--- config.mk ---
export PLATFORM = sky130hd
export DESIGN_NAME = carry_adder_sched_flat
export DESIGN_NICKNAME = d
export VERILOG_FILES = /design/src/rtl/carry_adder_sched_pkg.sv /design/src/rtl/carry_adder_sched_if.sv /design/src/rtl/carry_adder_sched_byte_adder.sv /design/src/rtl/carry_adder_sched.sv /design/src/flat_wrapper.sv
export SDC_FILE = /design/constraint.sdc
export NUM_CORES = 1
export LEC_CHECK = 0
export ABC_AREA = 0
export CORE_MARGIN = 2
export CORE_UTILIZATION = 51
export DETAILED_ROUTE_END_ITERATION = 8
export GPL_TIMING_DRIVEN = 0
export MAX_ROUTING_LAYER = met4
export PLACE_DENSITY = 0.83
export SYNTH_ARGS = -nofsm -noshare
export SYNTH_HDL_FRONTEND = slang
export SYNTH_SLANG_ARGS = --single-unit
--- constraint.sdc ---
create_clock -name clk -period 5.2 [get_ports clk]
set_input_delay 1.04 -clock clk [delete_from_list [all_inputs] [get_ports clk]]
set_output_delay 1.04 -clock clk [all_outputs]
set_load 0.01 [all_outputs]
--- src/rtl/carry_adder_sched_pkg.sv ---
// Shared types and constants for the carry-chain adder scheduler.
package carry_sched_pkg;

    localparam int BYTE_W = 8;

    typedef enum logic [1:0] {
        IDLE,
        CALC,
        DONE
    } state_t;

    typedef logic [1:0] byte_idx_t;

endpackage

--- src/rtl/carry_adder_sched_if.sv ---
// Request/response bundle between the two requesters, the scheduler and the result consumer.
interface carry_adder_sched_if #(
    parameter int BYTES = 2
);
    import carry_sched_pkg::*;

    localparam int W = BYTE_W * BYTES;

    logic         req0_valid;
    logic         req0_ready;
    logic [W-1:0] req0_a;
    logic [W-1:0] req0_b;
    logic         req0_sub;
    logic         req0_cin;

    logic         req1_valid;
    logic         req1_ready;
    logic [W-1:0] req1_a;
    logic [W-1:0] req1_b;
    logic         req1_sub;
    logic         req1_cin;

    logic         rsp_valid;
    logic         rsp_ready;
    logic         rsp_id;
    logic [W-1:0] rsp_sum;
    logic         rsp_cout;
    logic         rsp_ovf;
    logic         rsp_zero;

    modport master (
        output req0_valid, req0_a, req0_b, req0_sub, req0_cin,
        output req1_valid, req1_a, req1_b, req1_sub, req1_cin,
        input  req0_ready, req1_ready,
        input  rsp_valid, rsp_id, rsp_sum, rsp_cout, rsp_ovf, rsp_zero,
        output rsp_ready
    );

    modport slave (
        input  req0_valid, req0_a, req0_b, req0_sub, req0_cin,
        input  req1_valid, req1_a, req1_b, req1_sub, req1_cin,
        output req0_ready, req1_ready,
        output rsp_valid, rsp_id, rsp_sum, rsp_cout, rsp_ovf, rsp_zero,
        input  rsp_ready
    );

endinterface

--- src/rtl/carry_adder_sched_byte_adder.sv ---
// Combinational 8-bit ripple adder, one mux-based carry cell per bit.
module carry_byte_adder
    import carry_sched_pkg::*;
(
    input  logic [BYTE_W-1:0] a,
    input  logic [BYTE_W-1:0] b,
    input  logic              ci,
    output logic [BYTE_W-1:0] sum,
    output logic              c7,
    output logic              co
);

    logic [BYTE_W-1:0] s;
    logic [BYTE_W:0]   c;

    // Propagate passes the incoming carry; otherwise a (== b) is the generated carry.
    always_comb begin
        s    = a ^ b;
        c    = '0;
        c[0] = ci;
        for (int unsigned i = 0; i < BYTE_W; i++) begin
            c[i+1] = s[i] ? c[i] : a[i];
        end
        sum = s ^ c[BYTE_W-1:0];
    end

    assign c7 = c[BYTE_W-1];
    assign co = c[BYTE_W];

endmodule

--- src/rtl/carry_adder_sched.sv ---
// Round-robin scheduler driving one shared byte adder LSB-first across a multi-byte operation.
module carry_adder_sched
    import carry_sched_pkg::*;
#(
    parameter int BYTES = 2
)
(
    input  logic          clk,
    input  logic          reset_n,
    input  logic          ce,
    carry_adder_sched_if.slave bus
);

    localparam int W = BYTE_W * BYTES;

    state_t        state_q, state_d;
    logic          ptr_q, ptr_d;
    logic          id_q, id_d;
    logic          carry_q, carry_d;
    logic          zacc_q, zacc_d;
    logic          cout_q, cout_d;
    logic          ovf_q, ovf_d;
    logic          zero_q, zero_d;
    byte_idx_t     idx_q, idx_d;
    logic [W-1:0]  a_q, a_d;
    logic [W-1:0]  b_q, b_d;
    logic [W-1:0]  sum_q, sum_d;

    logic          grant0, grant1;
    logic          sel_sub;
    logic [W-1:0]  sel_b;
    int unsigned   byte_sh;
    logic [BYTE_W-1:0] add_a, add_b, add_s;
    logic          add_c7, add_co;
    logic          zacc_next;

    assign byte_sh = BYTE_W * 32'(idx_q);
    assign add_a   = BYTE_W'(a_q >> byte_sh);
    assign add_b   = BYTE_W'(b_q >> byte_sh);

    carry_byte_adder u_adder (
        .a   (add_a),
        .b   (add_b),
        .ci  (carry_q),
        .sum (add_s),
        .c7  (add_c7),
        .co  (add_co)
    );

    // A lone request wins outright; the pointer only breaks ties.
    always_comb begin
        grant0 = 1'b0;
        grant1 = 1'b0;
        if (reset_n && ce && state_q == IDLE) begin
            if (bus.req0_valid && (!bus.req1_valid || !ptr_q)) begin
                grant0 = 1'b1;
            end else if (bus.req1_valid) begin
                grant1 = 1'b1;
            end
        end
    end

    assign sel_sub   = grant1 ? bus.req1_sub : bus.req0_sub;
    assign sel_b     = grant1 ? bus.req1_b : bus.req0_b;
    assign zacc_next = zacc_q & (add_s == '0);

    always_comb begin
        state_d = state_q;
        ptr_d   = ptr_q;
        id_d    = id_q;
        carry_d = carry_q;
        zacc_d  = zacc_q;
        cout_d  = cout_q;
        ovf_d   = ovf_q;
        zero_d  = zero_q;
        idx_d   = idx_q;
        a_d     = a_q;
        b_d     = b_q;
        sum_d   = sum_q;
        unique case (state_q)
            IDLE: begin
                if (grant0 || grant1) begin
                    a_d     = grant1 ? bus.req1_a : bus.req0_a;
                    b_d     = sel_sub ? ~sel_b : sel_b;
                    carry_d = grant1 ? bus.req1_cin : bus.req0_cin;
                    id_d    = grant1;
                    idx_d   = '0;
                    zacc_d  = 1'b1;
                    state_d = CALC;
                end
            end
            CALC: begin
                if (ce) begin
                    sum_d   = (sum_q & ~(W'({BYTE_W{1'b1}}) << byte_sh))
                            | (W'(add_s) << byte_sh);
                    carry_d = add_co;
                    zacc_d  = zacc_next;
                    if (idx_q == byte_idx_t'(BYTES - 1)) begin
                        cout_d  = add_co;
                        ovf_d   = add_co ^ add_c7;
                        zero_d  = zacc_next;
                        state_d = DONE;
                    end else begin
                        idx_d = idx_q + 1'b1;
                    end
                end
            end
            DONE: begin
                if (ce && bus.rsp_ready) begin
                    ptr_d   = ~id_q;
                    state_d = IDLE;
                end
            end
            default: state_d = IDLE;
        endcase
    end

    always_ff @(posedge clk or negedge reset_n) begin
        if (!reset_n) begin
            state_q <= IDLE;
            ptr_q   <= 1'b0;
            id_q    <= 1'b0;
            carry_q <= 1'b0;
            zacc_q  <= 1'b0;
            cout_q  <= 1'b0;
            ovf_q   <= 1'b0;
            zero_q  <= 1'b0;
            idx_q   <= '0;
            a_q     <= '0;
            b_q     <= '0;
            sum_q   <= '0;
        end else begin
            state_q <= state_d;
            ptr_q   <= ptr_d;
            id_q    <= id_d;
            carry_q <= carry_d;
            zacc_q  <= zacc_d;
            cout_q  <= cout_d;
            ovf_q   <= ovf_d;
            zero_q  <= zero_d;
            idx_q   <= idx_d;
            a_q     <= a_d;
            b_q     <= b_d;
            sum_q   <= sum_d;
        end
    end

    assign bus.req0_ready = grant0;
    assign bus.req1_ready = grant1;
    assign bus.rsp_valid  = (state_q == DONE);
    assign bus.rsp_id     = id_q;
    assign bus.rsp_sum    = sum_q;
    assign bus.rsp_cout   = cout_q;
    assign bus.rsp_ovf    = ovf_q;
    assign bus.rsp_zero   = zero_q;

endmodule

--- src/flat_wrapper.sv ---
// flat-port wrapper written by rule: the top's interface ports become plain ports
module carry_adder_sched_flat import carry_sched_pkg::*;
#(
    parameter int BYTES = 2
)
  (clk, reset_n, ce, bus_req0_valid, bus_req0_a, bus_req0_b, bus_req0_sub, bus_req0_cin, bus_req1_valid, bus_req1_a, bus_req1_b, bus_req1_sub, bus_req1_cin, bus_req0_ready, bus_req1_ready, bus_rsp_valid, bus_rsp_id, bus_rsp_sum, bus_rsp_cout, bus_rsp_ovf, bus_rsp_zero, bus_rsp_ready);
  carry_adder_sched_if #(.BYTES(BYTES)) bus_i ();
  input  logic clk;
  input  logic reset_n;
  input  logic ce;
  input wire logic [$bits(bus_i.req0_valid)-1:0] bus_req0_valid;
  input wire logic [$bits(bus_i.req0_a)-1:0] bus_req0_a;
  input wire logic [$bits(bus_i.req0_b)-1:0] bus_req0_b;
  input wire logic [$bits(bus_i.req0_sub)-1:0] bus_req0_sub;
  input wire logic [$bits(bus_i.req0_cin)-1:0] bus_req0_cin;
  input wire logic [$bits(bus_i.req1_valid)-1:0] bus_req1_valid;
  input wire logic [$bits(bus_i.req1_a)-1:0] bus_req1_a;
  input wire logic [$bits(bus_i.req1_b)-1:0] bus_req1_b;
  input wire logic [$bits(bus_i.req1_sub)-1:0] bus_req1_sub;
  input wire logic [$bits(bus_i.req1_cin)-1:0] bus_req1_cin;
  output wire logic [$bits(bus_i.req0_ready)-1:0] bus_req0_ready;
  output wire logic [$bits(bus_i.req1_ready)-1:0] bus_req1_ready;
  output wire logic [$bits(bus_i.rsp_valid)-1:0] bus_rsp_valid;
  output wire logic [$bits(bus_i.rsp_id)-1:0] bus_rsp_id;
  output wire logic [$bits(bus_i.rsp_sum)-1:0] bus_rsp_sum;
  output wire logic [$bits(bus_i.rsp_cout)-1:0] bus_rsp_cout;
  output wire logic [$bits(bus_i.rsp_ovf)-1:0] bus_rsp_ovf;
  output wire logic [$bits(bus_i.rsp_zero)-1:0] bus_rsp_zero;
  input wire logic [$bits(bus_i.rsp_ready)-1:0] bus_rsp_ready;
  assign bus_i.req0_valid = bus_req0_valid;
  assign bus_i.req0_a = bus_req0_a;
  assign bus_i.req0_b = bus_req0_b;
  assign bus_i.req0_sub = bus_req0_sub;
  assign bus_i.req0_cin = bus_req0_cin;
  assign bus_i.req1_valid = bus_req1_valid;
  assign bus_i.req1_a = bus_req1_a;
  assign bus_i.req1_b = bus_req1_b;
  assign bus_i.req1_sub = bus_req1_sub;
  assign bus_i.req1_cin = bus_req1_cin;
  assign bus_req0_ready = bus_i.req0_ready;
  assign bus_req1_ready = bus_i.req1_ready;
  assign bus_rsp_valid = bus_i.rsp_valid;
  assign bus_rsp_id = bus_i.rsp_id;
  assign bus_rsp_sum = bus_i.rsp_sum;
  assign bus_rsp_cout = bus_i.rsp_cout;
  assign bus_rsp_ovf = bus_i.rsp_ovf;
  assign bus_rsp_zero = bus_i.rsp_zero;
  assign bus_i.rsp_ready = bus_rsp_ready;
  carry_adder_sched #(.BYTES(BYTES)) u_core (.clk(clk), .reset_n(reset_n), .ce(ce), .bus(bus_i));
endmodule
==> impl_metrics.py, run 1 <==
metrics = {
    "route": {
        "avgViaCountPerCell": 5.624,
        "drt_first_pass_iters": 4,
        "routed_wl_um": 8999,
        "vias": 3200,
        "drt_drc_violations_left": 0,
        "drt-initial-drc-count": 163,
        "routedWlPerCell_um": 15.82,
        "postRouteAntennaNets": 0,
    },
    "critical_path": {
        "cp_data_arrival_time_ns": 3.68,
        "startpoint_type": "primary input",
        "crit_buf_inv": 6,
        "cp.required_ns": 4.16,
        "worstSetupPathType": "in2out",
        "r2r_setup_slack_ns": 1.97,
        "reg2reg_from": "u_core.idx_q[0]$_DFFE_PN0P_",
        "rr_worst_depth": 12,
        "cp-end-kind": "primary output",
        "r2r-end": "u_core.zacc_q$_DFFE_PN0P_",
        "crit_path_top_delay_cell": "clkdlybuf4s50_1",
        "worstPathMaxFanout": 31,
        "path_delay_family": "buffers and inverters",
        "slowest_delay_ns": 0.62,
        "path_cells": "buf_2 > buf_12 > nand2_1 > nor3_2 > o211ai_1 > buf_4 > clkinv_1 > buf_1 > clkdlybuf4s50_1",
    },
    "worst_hold_path": {
        "whs_endpoint": "u_core.bus.rsp_sum[9]$_DFFE_PN0P_",
        "hp-class": "reg2reg",
        "min_delay_path_depth": 2,
        "hold_start": "u_core.bus.rsp_sum[9]$_DFFE_PN0P_",
    },
    "clock_tree": {
        "cts.htree.levels": 3,
        "cts_buffers": 9,
        "path_clk_slew_ns": 0.06,
        "clockBufferDepth": 2,
        "postCtsSetupBuffers": 0,
        "clk_latency_ns": 0.35,
        "cts_resized": 0,
        "hold_buffers": 0,
        "cts_tree": "done",
        "root_buffer": "clkbuf_8",
        "cts_sinks": 59,
    },
    "job": {
        "cap_violations": 0,
    },
    "sta": {
        "slew_headroom_pct": 53.90,
        "rsz0062_at_grt": "false",
        "tightest_slew_ns": 0.6915,
        "clock_skew_ns": 0.01259,
        "finalHoldViolCount": 0,
        "finalSetupViolCount": 0,
        "fmax_ghz": 0.2118,
        "finalCritPeriodShare_pct": 90.79,
        "fin_crit_ns": 4.721,
        "finalSetupTns_ns": 0,
        "holdWs_ns": 0.4845,
        "final_max_slew_viol_count": 0,
    },
    "placement": {
        "dp_hpwl_um": 7034,
        "io_buffers": 95,
        "dpl_cell_area_sq_um": 4547,
        "gp_congestion": 0.8722,
    },
    "floorplan": {
        "core_sq_um": 6681,
        "die_area_sq_um": 7502,
        "pin_count": 97,
        "start_util_pct": 52.10,
        "die_y_um": 86.62,
        "fp-row-count": 30,
        "die_w_um": 86.62,
    },
    "synth": {
        "synth_cells": 378,
        "syn_avg_cell_area_sq_um": 9.209,
        "synth-async-reset-ratio_pct": 100.0,
        "ys.flop_type": "dfrtp_1",
        "synth_nets": 455,
        "ys_ff_latch": 59,
        "synthesis.area_sq_um": 3481,
        "ys_types": 56,
        "synth_edf_count": 0,
        "yosysSeqAreaShare_pct": 42.42,
        "synth_warnings": 0,
    },
    "power_and_ir_drop": {
        "peakVddDrop_uv": 256.6,
        "p_per_area_nw_per_um2": 596.9,
        "p_leak_nw": 2.028,
        "power_mw": 2.830,
    },
    "global_route": {
        "grt_overflow_total": 0,
        "grtUsageMet1_pct": 30.15,
        "first_global_vias": 3192,
        "grt_max_degree": 32,
        "grt_use_met2_pct": 44.83,
        "antenna_found_initial": 0,
        "track_usage_pct": 26.14,
        "grt_pass1_wl_um": 14820,
        "top_usage_layer": "met2",
        "globalRouteMet3Util_pct": 4.667,
    },
    "final_layout": {
        "layout_commonest_cell": "clkdlybuf4s50_1",
        "drive_gt1_share_pct": 8.793,
        "fin_nets": 562,
        "layout_common_cells": "94 x clkdlybuf4s50_1, 59 x nand2_1, 59 x dfrtp_1",
        "n_fill_cell": 526,
        "seq_area_sq_um": 1476,
        "multi_input_area_sq_um": 1869,
        "area_growth_syn_to_layout_pct": 36.20,
        "n_antenna_cell": 0,
        "post-route-cell-area_sq_um": 4741,
    },
    "run_status": {
        "status": "finished clean",
    },
}
-- state kept, by name, summed over array words and instances, names as in the netlist --
| signal | flops |
|---|---|
| u_core.a_q | 16 |
| u_core.b_q | 16 |
| u_core.bus.rsp_sum | 16 |
| u_core.idx_q | 2 |
| u_core.state_q | 2 |
| u_core.bus.rsp_cout | 1 |
| u_core.bus.rsp_id | 1 |
| u_core.bus.rsp_ovf | 1 |
| u_core.bus.rsp_zero | 1 |
| u_core.carry_q | 1 |
| u_core.ptr_q | 1 |
| u_core.zacc_q | 1 |
-- cell usage after synthesis, drive strengths merged (2+ instances only) --
master	n	area, sq um
a211oi	3	32.53
a21o	2	15.01
a21oi	22	110.1
a22o	8	70.07
a22oi	2	15.01
a311oi	2	41.29
a31oi	18	127.6
and3	4	30.03
buf	11	78.82
clkbuf	10	37.54
dfrtp	59	1476
ha	2	25.02
inv	4	15.01
mux2	3	33.78
mux2i	23	242.7
nand2	59	221.5
nand3	7	35.03
nand4	3	18.77
nor2	45	168.9
nor2b	2	12.51
nor3	9	60.06
o2111ai	2	23.77
o21a	2	15.01
o21ai	23	118.9
o22ai	4	31.28
or2	2	12.51
xnor2	26	227.7
xor2	7	61.31
-- worst min-delay path, cell delays in order (launching register included) --
cell and delay [ns]:
dfrtp_1 0.34, nand2_1 0.05, o21ai_0 0.06
-- cell families (layout without fill, tap and decap cells) --
kind of cell    after synthesis  after routing  share of synthesized area [%]
compound gates               95             95                          19.05
fa+ha+maj                     3              3                          1.294
flops                        59             59                          42.42
xor+xnor                     33             33                          8.303
buf+inv                      26            137                          3.882
mux                          26             26                          7.944
simple gates                136            136                          17.11
-- layout make-up --
cell class | count | area share, %
inverters | 5 | 0.3959
flip-flops and latches | 59 | 31.14
plain buffers | 21 | 2.454
clock inverters | 2 | 0.7390
multi-input cells | 293 | 39.43
clock buffers | 13 | 3.352
repair buffers | 96 | 20.37
well taps | 80 | 2.111
-- routing by layer --
metal	vias up	share of wire, %
li1	1547	-
met1	1507	41
met2	126	51
met3	20	5.3
met4	0	2.1
met5	-	0
-- worst max path at each step --
stage            start        endpoint  slack (ns)  cells after the start
2_1_floorplan       ce  bus_req1_ready        2.03                      7
3_3_place_gp   reset_n  bus_req1_ready       -1.16                      8
3_5_place_dp   reset_n  bus_req1_ready        0.43                      9
4_1_cts        reset_n  bus_req1_ready        0.42                      9
5_1_grt        reset_n  bus_req1_ready        0.17                      9
6_report       reset_n  bus_req1_ready        0.48                      9
-- power by group --
group          switching [mW]  internal [mW]  total, mW
clock network           0.173          0.244      0.418
registers               0.198          0.673      0.872
logic                   0.821          0.720       1.54
-- through the flow --
| stage | setup slack (ns) | utilization [%] | instances |
|---|---|---|---|
| 2_1_floorplan | 2.031 | - | 378 |
| 3_3_place_gp | -1.164 | 67.83 | 553 |
| 3_5_place_dp | 0.4293 | 68.05 | 554 |
| 4_1_cts | 0.4196 | 70.96 | 569 |
| 5_1_grt | 0.1693 | 70.96 | 569 |
| 6_report | 0.4787 | 70.96 | 569 |
Power figures use the tool's default switching activity.
==> run 2, diff against run 1 <==
--- a/config.mk
+++ b/config.mk
@@ -6,12 +6,14 @@
 export NUM_CORES = 1
 export LEC_CHECK = 0
 export ABC_AREA = 0
+export CORE_ASPECT_RATIO = 1.25
 export CORE_MARGIN = 2
 export CORE_UTILIZATION = 51
 export DETAILED_ROUTE_END_ITERATION = 8
 export GPL_TIMING_DRIVEN = 0
 export MAX_ROUTING_LAYER = met4
 export PLACE_DENSITY = 0.83
+export RECOVER_POWER = 100
 export SYNTH_ARGS = -nofsm -noshare
 export SYNTH_HDL_FRONTEND = slang
 export SYNTH_SLANG_ARGS = --single-unit
==> run 2 against run 1 <==
Net effect:
- register-to-register slack got worse by 0.63 ns
- global-route usage fell by 0.30 points
- first-iteration DRC count rose by 13%
- maximum frequency rose by 1.2%
- total power fell by 4.9%
- clock-buffer cell count rose by 1
- flip-flop and latch count did not move
- via count fell by 1.7%
- sequential share of layout area rose by 0.31 points
- setup slack improved by 0.057 ns
- wire length fell by 2.8%
==> impl_metrics.py, run 2 (same netlist as run 1, synthesis figures left out) <==
metrics = {
    "route": {
        "top_layer": "met4",
        "dr_wl_met2_um": 4713,
        "routed_wl_um": 8749,
        "vias": 3146,
        "drt_drc_violations_left": 0,
        "met1_length_um": 3358,
        "postRouteAntennaNets": 0,
        "avgViaCountPerCell": 5.452,
        "wl_met3_um": 406,
        "drt_first_pass_iters": 4,
        "routedWlPerCell_um": 15.16,
        "drt-initial-drc-count": 185,
    },
    "sta": {
        "clock_skew_ns": 0.005620,
        "finalSetupTns_ns": 0,
        "setup_slack_ns": 0.5355,
        "finalSetupViolCount": 0,
        "finalHoldViolCount": 0,
        "fin_crit_ns": 4.665,
        "finalCritPeriodShare_pct": 89.70,
        "slew_headroom_pct": 52.26,
        "holdWs_ns": 0.4733,
        "fmax_ghz": 0.2144,
        "rsz0062_at_grt": "false",
        "tightest_slew_ns": 0.7087,
        "final_max_slew_viol_count": 0,
    },
    "clock_tree": {
        "postCtsSetupBuffers": 0,
        "clk_latency_ns": 0.34,
        "root_buffer": "clkbuf_8",
        "clockBufferDepth": 2,
        "hold_buffers": 0,
        "path_clk_slew_ns": 0.06,
        "cts_sinks": 59,
        "cts_resized": 0,
        "cts.htree.levels": 3,
        "cts_buffers": 9,
        "cts_tree": "done",
    },
    "floorplan": {
        "die_y_um": 96.37,
        "die_area_sq_um": 7506,
        "core_sq_um": 6565,
        "fp-row-count": 33,
        "pin_count": 97,
        "start_util_pct": 53.02,
        "die_w_um": 77.89,
    },
    "critical_path": {
        "cp.required_ns": 4.16,
        "startpoint_type": "primary input",
        "r2r-end": "u_core.zacc_q$_DFFE_PN0P_",
        "worstSetupPathType": "in2out",
        "r2r_setup_slack_ns": 1.34,
        "rr_worst_depth": 12,
        "worstPathMaxFanout": 40,
        "cp_data_arrival_time_ns": 3.62,
        "reg2reg_from": "u_core.idx_q[1]$_DFFE_PN0P_",
        "cp-end-kind": "primary output",
    },
    "worst_hold_path": {
        "hold_start": "u_core.bus.rsp_ovf$_DFFE_PN0P_",
        "whs_endpoint": "u_core.bus.rsp_ovf$_DFFE_PN0P_",
        "hp-class": "reg2reg",
        "min_delay_path_depth": 2,
    },
    "job": {
        "cap_violations": 0,
    },
    "placement": {
        "gp_congestion": 0.8663,
        "dp_cells": 561,
        "dpl_cell_area_sq_um": 4556,
        "preCtsSetupSlack_ns": 0.4873,
        "dp_hpwl_um": 6949,
        "io_buffers": 95,
    },
    "power_and_ir_drop": {
        "p_per_area_nw_per_um2": 573.6,
        "p_leak_nw": 2.049,
        "peakVddDrop_uv": 248.5,
    },
    "global_route": {
        "track_usage_pct": 25.84,
        "grt_pass1_wl_um": 14460,
        "antenna_found_initial": 0,
        "grt_max_degree": 41,
        "grt_overflow_total": 0,
        "first_global_vias": 3176,
    },
    "run_status": {
        "status": "finished clean",
    },
    "final_layout": {
        "fin_nets": 562,
        "n_antenna_cell": 0,
        "layout_commonest_cell": "clkdlybuf4s50_1",
        "layout_common_cells": "71 x clkdlybuf4s50_1, 59 x nand2_1, 59 x dfrtp_1",
        "drive_gt1_share_pct": 7.551,
        "post-route-cell-area_sq_um": 4695,
        "area_growth_syn_to_layout_pct": 34.87,
        "final_cells": 577,
    },
}
run 2: changes by cell type in the layout (fill, tap and decap cells not counted), sizes merged:
cell,before,now
buf,13,11
bufinv,1,0
dlygate4sd3,0,23
clkbuf,23,26
clkinv,2,3
clkdlybuf4s50,94,71
run 2: report_power, final:
part / internal [mW] / switching (mW)
combinational: 0.669 / 0.787
clock: 0.198 / 0.170
sequential: 0.673 / 0.196
run 2: layout make-up:
type                    instances  area, sq um
clock buffers                  14        162.7
flip-flops and latches         59         1476
inverters                       5        18.77
multi-input cells             293         1839
plain buffers                  21        112.6
fillers                       529         1871
well taps                      87        108.9
repair buffers                 96        965.9
clock inverters                 2        10.01
run 2: worst max-delay path, stage by stage:
cell	delay (ns)
buf_2	0.40
buf_12	0.29
nand2_1	0.09
nor3_2	0.22
o211ai_1	0.14
buf_4	0.20
clkinv_1	0.17
clkbuf_1	0.40
clkdlybuf4s50_1	0.63
run 2: how the worst max path moves through the flow:
stage	from	endpoint	slack, ns	cells after the start
2_1_floorplan	ce	bus_req1_ready	2.03	7
3_3_place_gp	reset_n	bus_req1_ready	-1.21	8
3_5_place_dp	reset_n	bus_req1_ready	0.49	9
4_1_cts	reset_n	bus_req1_ready	0.47	9
5_1_grt	reset_n	bus_req1_ready	0.24	9
6_report	reset_n	bus_req1_ready	0.54	9
run 2: metal layers:
metal  GRT usage, %  up-vias
li1               -     1550
met1          26.51     1461
met2          48.06      109
met3          3.846       26
met4          13.30        0
met5              -        -
run 2: metrics by stage:
| stage | utilization, % | power (mW) |
|---|---|---|
| detailed placement | 69.39 | 2.403 |
| floorplan | - | 1.914 |
| finish | 71.51 | 2.693 |
| CTS | 72.02 | 2.784 |
| global route | 71.51 | 2.905 |
| global placement | 69.16 | 2.334 |
==> run 3, diff against run 2 <==
--- a/config.mk
+++ b/config.mk
@@ -6,12 +6,12 @@
 export NUM_CORES = 1
 export LEC_CHECK = 0
 export ABC_AREA = 0
+export CAP_MARGIN = 20
 export CORE_ASPECT_RATIO = 1.25
 export CORE_MARGIN = 2
 export CORE_UTILIZATION = 51
 export DETAILED_ROUTE_END_ITERATION = 8
 export GPL_TIMING_DRIVEN = 0
-export MAX_ROUTING_LAYER = met4
 export PLACE_DENSITY = 0.83
 export RECOVER_POWER = 100
 export SYNTH_ARGS = -nofsm -noshare
==> run 3 against run 2 <==
Net effect:
- largest cell class unchanged
- highest routed layer unchanged
- cell count is 0.69% lower
- setup slack worse by 0.014 ns
- flip-flop and latch count stayed put
==> impl_metrics.py, run 3 (same netlist as run 1, synthesis figures left out) <==
metrics = {
    "run_status": {
        "status": "finished clean",
    },
    "clock_tree": {
        "clk_latency_ns": 0.34,
        "cts_resized": 0,
        "clockBufferDepth": 2,
        "hold_buffers": 0,
        "cts.htree.levels": 3,
        "cts_sinks": 59,
        "root_buffer": "clkbuf_8",
        "cts_tree": "done",
        "path_clk_slew_ns": 0.06,
        "cts_buffers": 9,
        "postCtsSetupBuffers": 0,
    },
    "worst_hold_path": {
        "hold_start": "u_core.bus.rsp_ovf$_DFFE_PN0P_",
        "hp-class": "reg2reg",
        "whs_endpoint": "u_core.bus.rsp_ovf$_DFFE_PN0P_",
        "min_delay_path_depth": 2,
    },
    "critical_path": {
        "reg2reg_from": "u_core.idx_q[1]$_DFFE_PN0P_",
        "cp_data_arrival_time_ns": 3.64,
        "cp.required_ns": 4.16,
        "r2r_setup_slack_ns": 1.40,
        "worstSetupPathType": "in2out",
        "worstPathMaxFanout": 40,
        "rr_worst_depth": 12,
        "cp-end-kind": "primary output",
        "r2r-end": "u_core.zacc_q$_DFFE_PN0P_",
        "startpoint_type": "primary input",
    },
    "final_layout": {
        "fin_nets": 562,
        "n_antenna_cell": 0,
        "layout_commonest_cell": "clkdlybuf4s50_1",
        "area_growth_syn_to_layout_pct": 34.36,
        "final_cells": 573,
        "drive_gt1_share_pct": 7.202,
        "layout_common_cells": "71 x clkdlybuf4s50_1, 59 x nand2_1, 59 x dfrtp_1",
        "finish.utilization_pct": 71.24,
    },
    "floorplan": {
        "die_area_sq_um": 7506,
        "pin_count": 97,
        "start_util_pct": 53.02,
        "fp-row-count": 33,
        "die_w_um": 77.89,
        "core_sq_um": 6565,
        "die_y_um": 96.37,
    },
    "route": {
        "vias": 3153,
        "dr_wl_met2_um": 4486,
        "routed_wl_um": 8553,
        "wl_met3_um": 417,
        "postRouteAntennaNets": 0,
        "drt_drc_violations_left": 0,
        "drt-initial-drc-count": 119,
        "avgViaCountPerCell": 5.503,
        "met1_length_um": 3416,
        "drt_first_pass_iters": 4,
        "top_layer": "met4",
        "routedWlPerCell_um": 14.93,
    },
    "sta": {
        "finalSetupViolCount": 0,
        "finalCritPeriodShare_pct": 89.97,
        "tightest_slew_ns": 0.7136,
        "final_max_slew_viol_count": 0,
        "slew_headroom_pct": 51.93,
        "clock_skew_ns": 0.009030,
        "finalHoldViolCount": 0,
        "rsz0062_at_grt": "false",
        "fmax_ghz": 0.2137,
        "fin_crit_ns": 4.679,
    },
    "placement": {
        "gp_congestion": 0.8530,
        "dp_hpwl_um": 6770,
        "io_buffers": 95,
        "dp_cells": 561,
    },
    "global_route": {
        "first_global_vias": 3131,
        "antenna_found_initial": 0,
        "grt_overflow_total": 0,
        "track_usage_pct": 24.08,
        "grt_max_degree": 41,
        "grt_pass1_wl_um": 14020,
    },
    "power_and_ir_drop": {
        "peakVddDrop_uv": 263.7,
        "p_leak_nw": 2.039,
        "p_per_area_nw_per_um2": 568.1,
    },
    "job": {
        "cap_violations": 0,
    },
}
-- run 3: changes by cell type in the layout (fill, tap and decap cells not counted), sizes merged --
| cell | change |
|---|---|
| clkinv | -2 |
| clkbuf | -2 |
-- run 3: how the worst max path moves through the flow --
stage,start,to,slack [ns],cells past startpoint
floorplan,ce,bus_req1_ready,2.03,7
detailed placement,reset_n,bus_req1_ready,0.50,9
global placement,reset_n,bus_req1_ready,-1.21,8
global route,reset_n,bus_req1_ready,0.23,9
CTS,reset_n,bus_req1_ready,0.48,9
finish,reset_n,bus_req1_ready,0.52,9
-- run 3: report_power, final --
group | switching [mW] | internal, mW
logic | 0.779 | 0.669
registers | 0.188 | 0.673
clock network | 0.159 | 0.188
total | 1.13 | 1.53
-- run 3: through the flow --
step                      power (mW)  hold slack [ns]  TNS (ns)  instance area, sq um  setup slack [ns]
after detailed placement       2.393           0.4731         0                  4556            0.4959
after global routing           2.865           0.5095         0                  4677            0.2314
after global placement         2.334           0.4614    -2.500                  4541            -1.209
after floorplan                1.914           0.4694         0                  3481             2.031
final                          2.657           0.4741         0                  4677            0.5213
after CTS                      2.744           0.4854         0                  4711            0.4844
-- run 3: final cells by class --
class	count	area (sq um)
inverters	5	18.77
well taps	87	108.9
flip-flops and latches	59	1476
repair buffers	96	965.9
fillers	521	1888
plain buffers	21	112.6
clock buffers	12	155.1
multi-input cells	293	1839
-- run 3: per-layer routing --
layer	track usage (%)	up-vias
li1	-	1541
met1	26.39	1481
met2	44.47	109
met3	4.409	22
met4	12.57	0
met5	0	-
-- run 3: worst max-delay path, stage by stage --
cell and delay (ns):
buf_2 0.40, buf_12 0.29, nand2_1 0.09, nor3_2 0.22
o211ai_1 0.14, buf_4 0.21, clkinv_1 0.17, clkbuf_1 0.41
clkdlybuf4s50_1 0.64
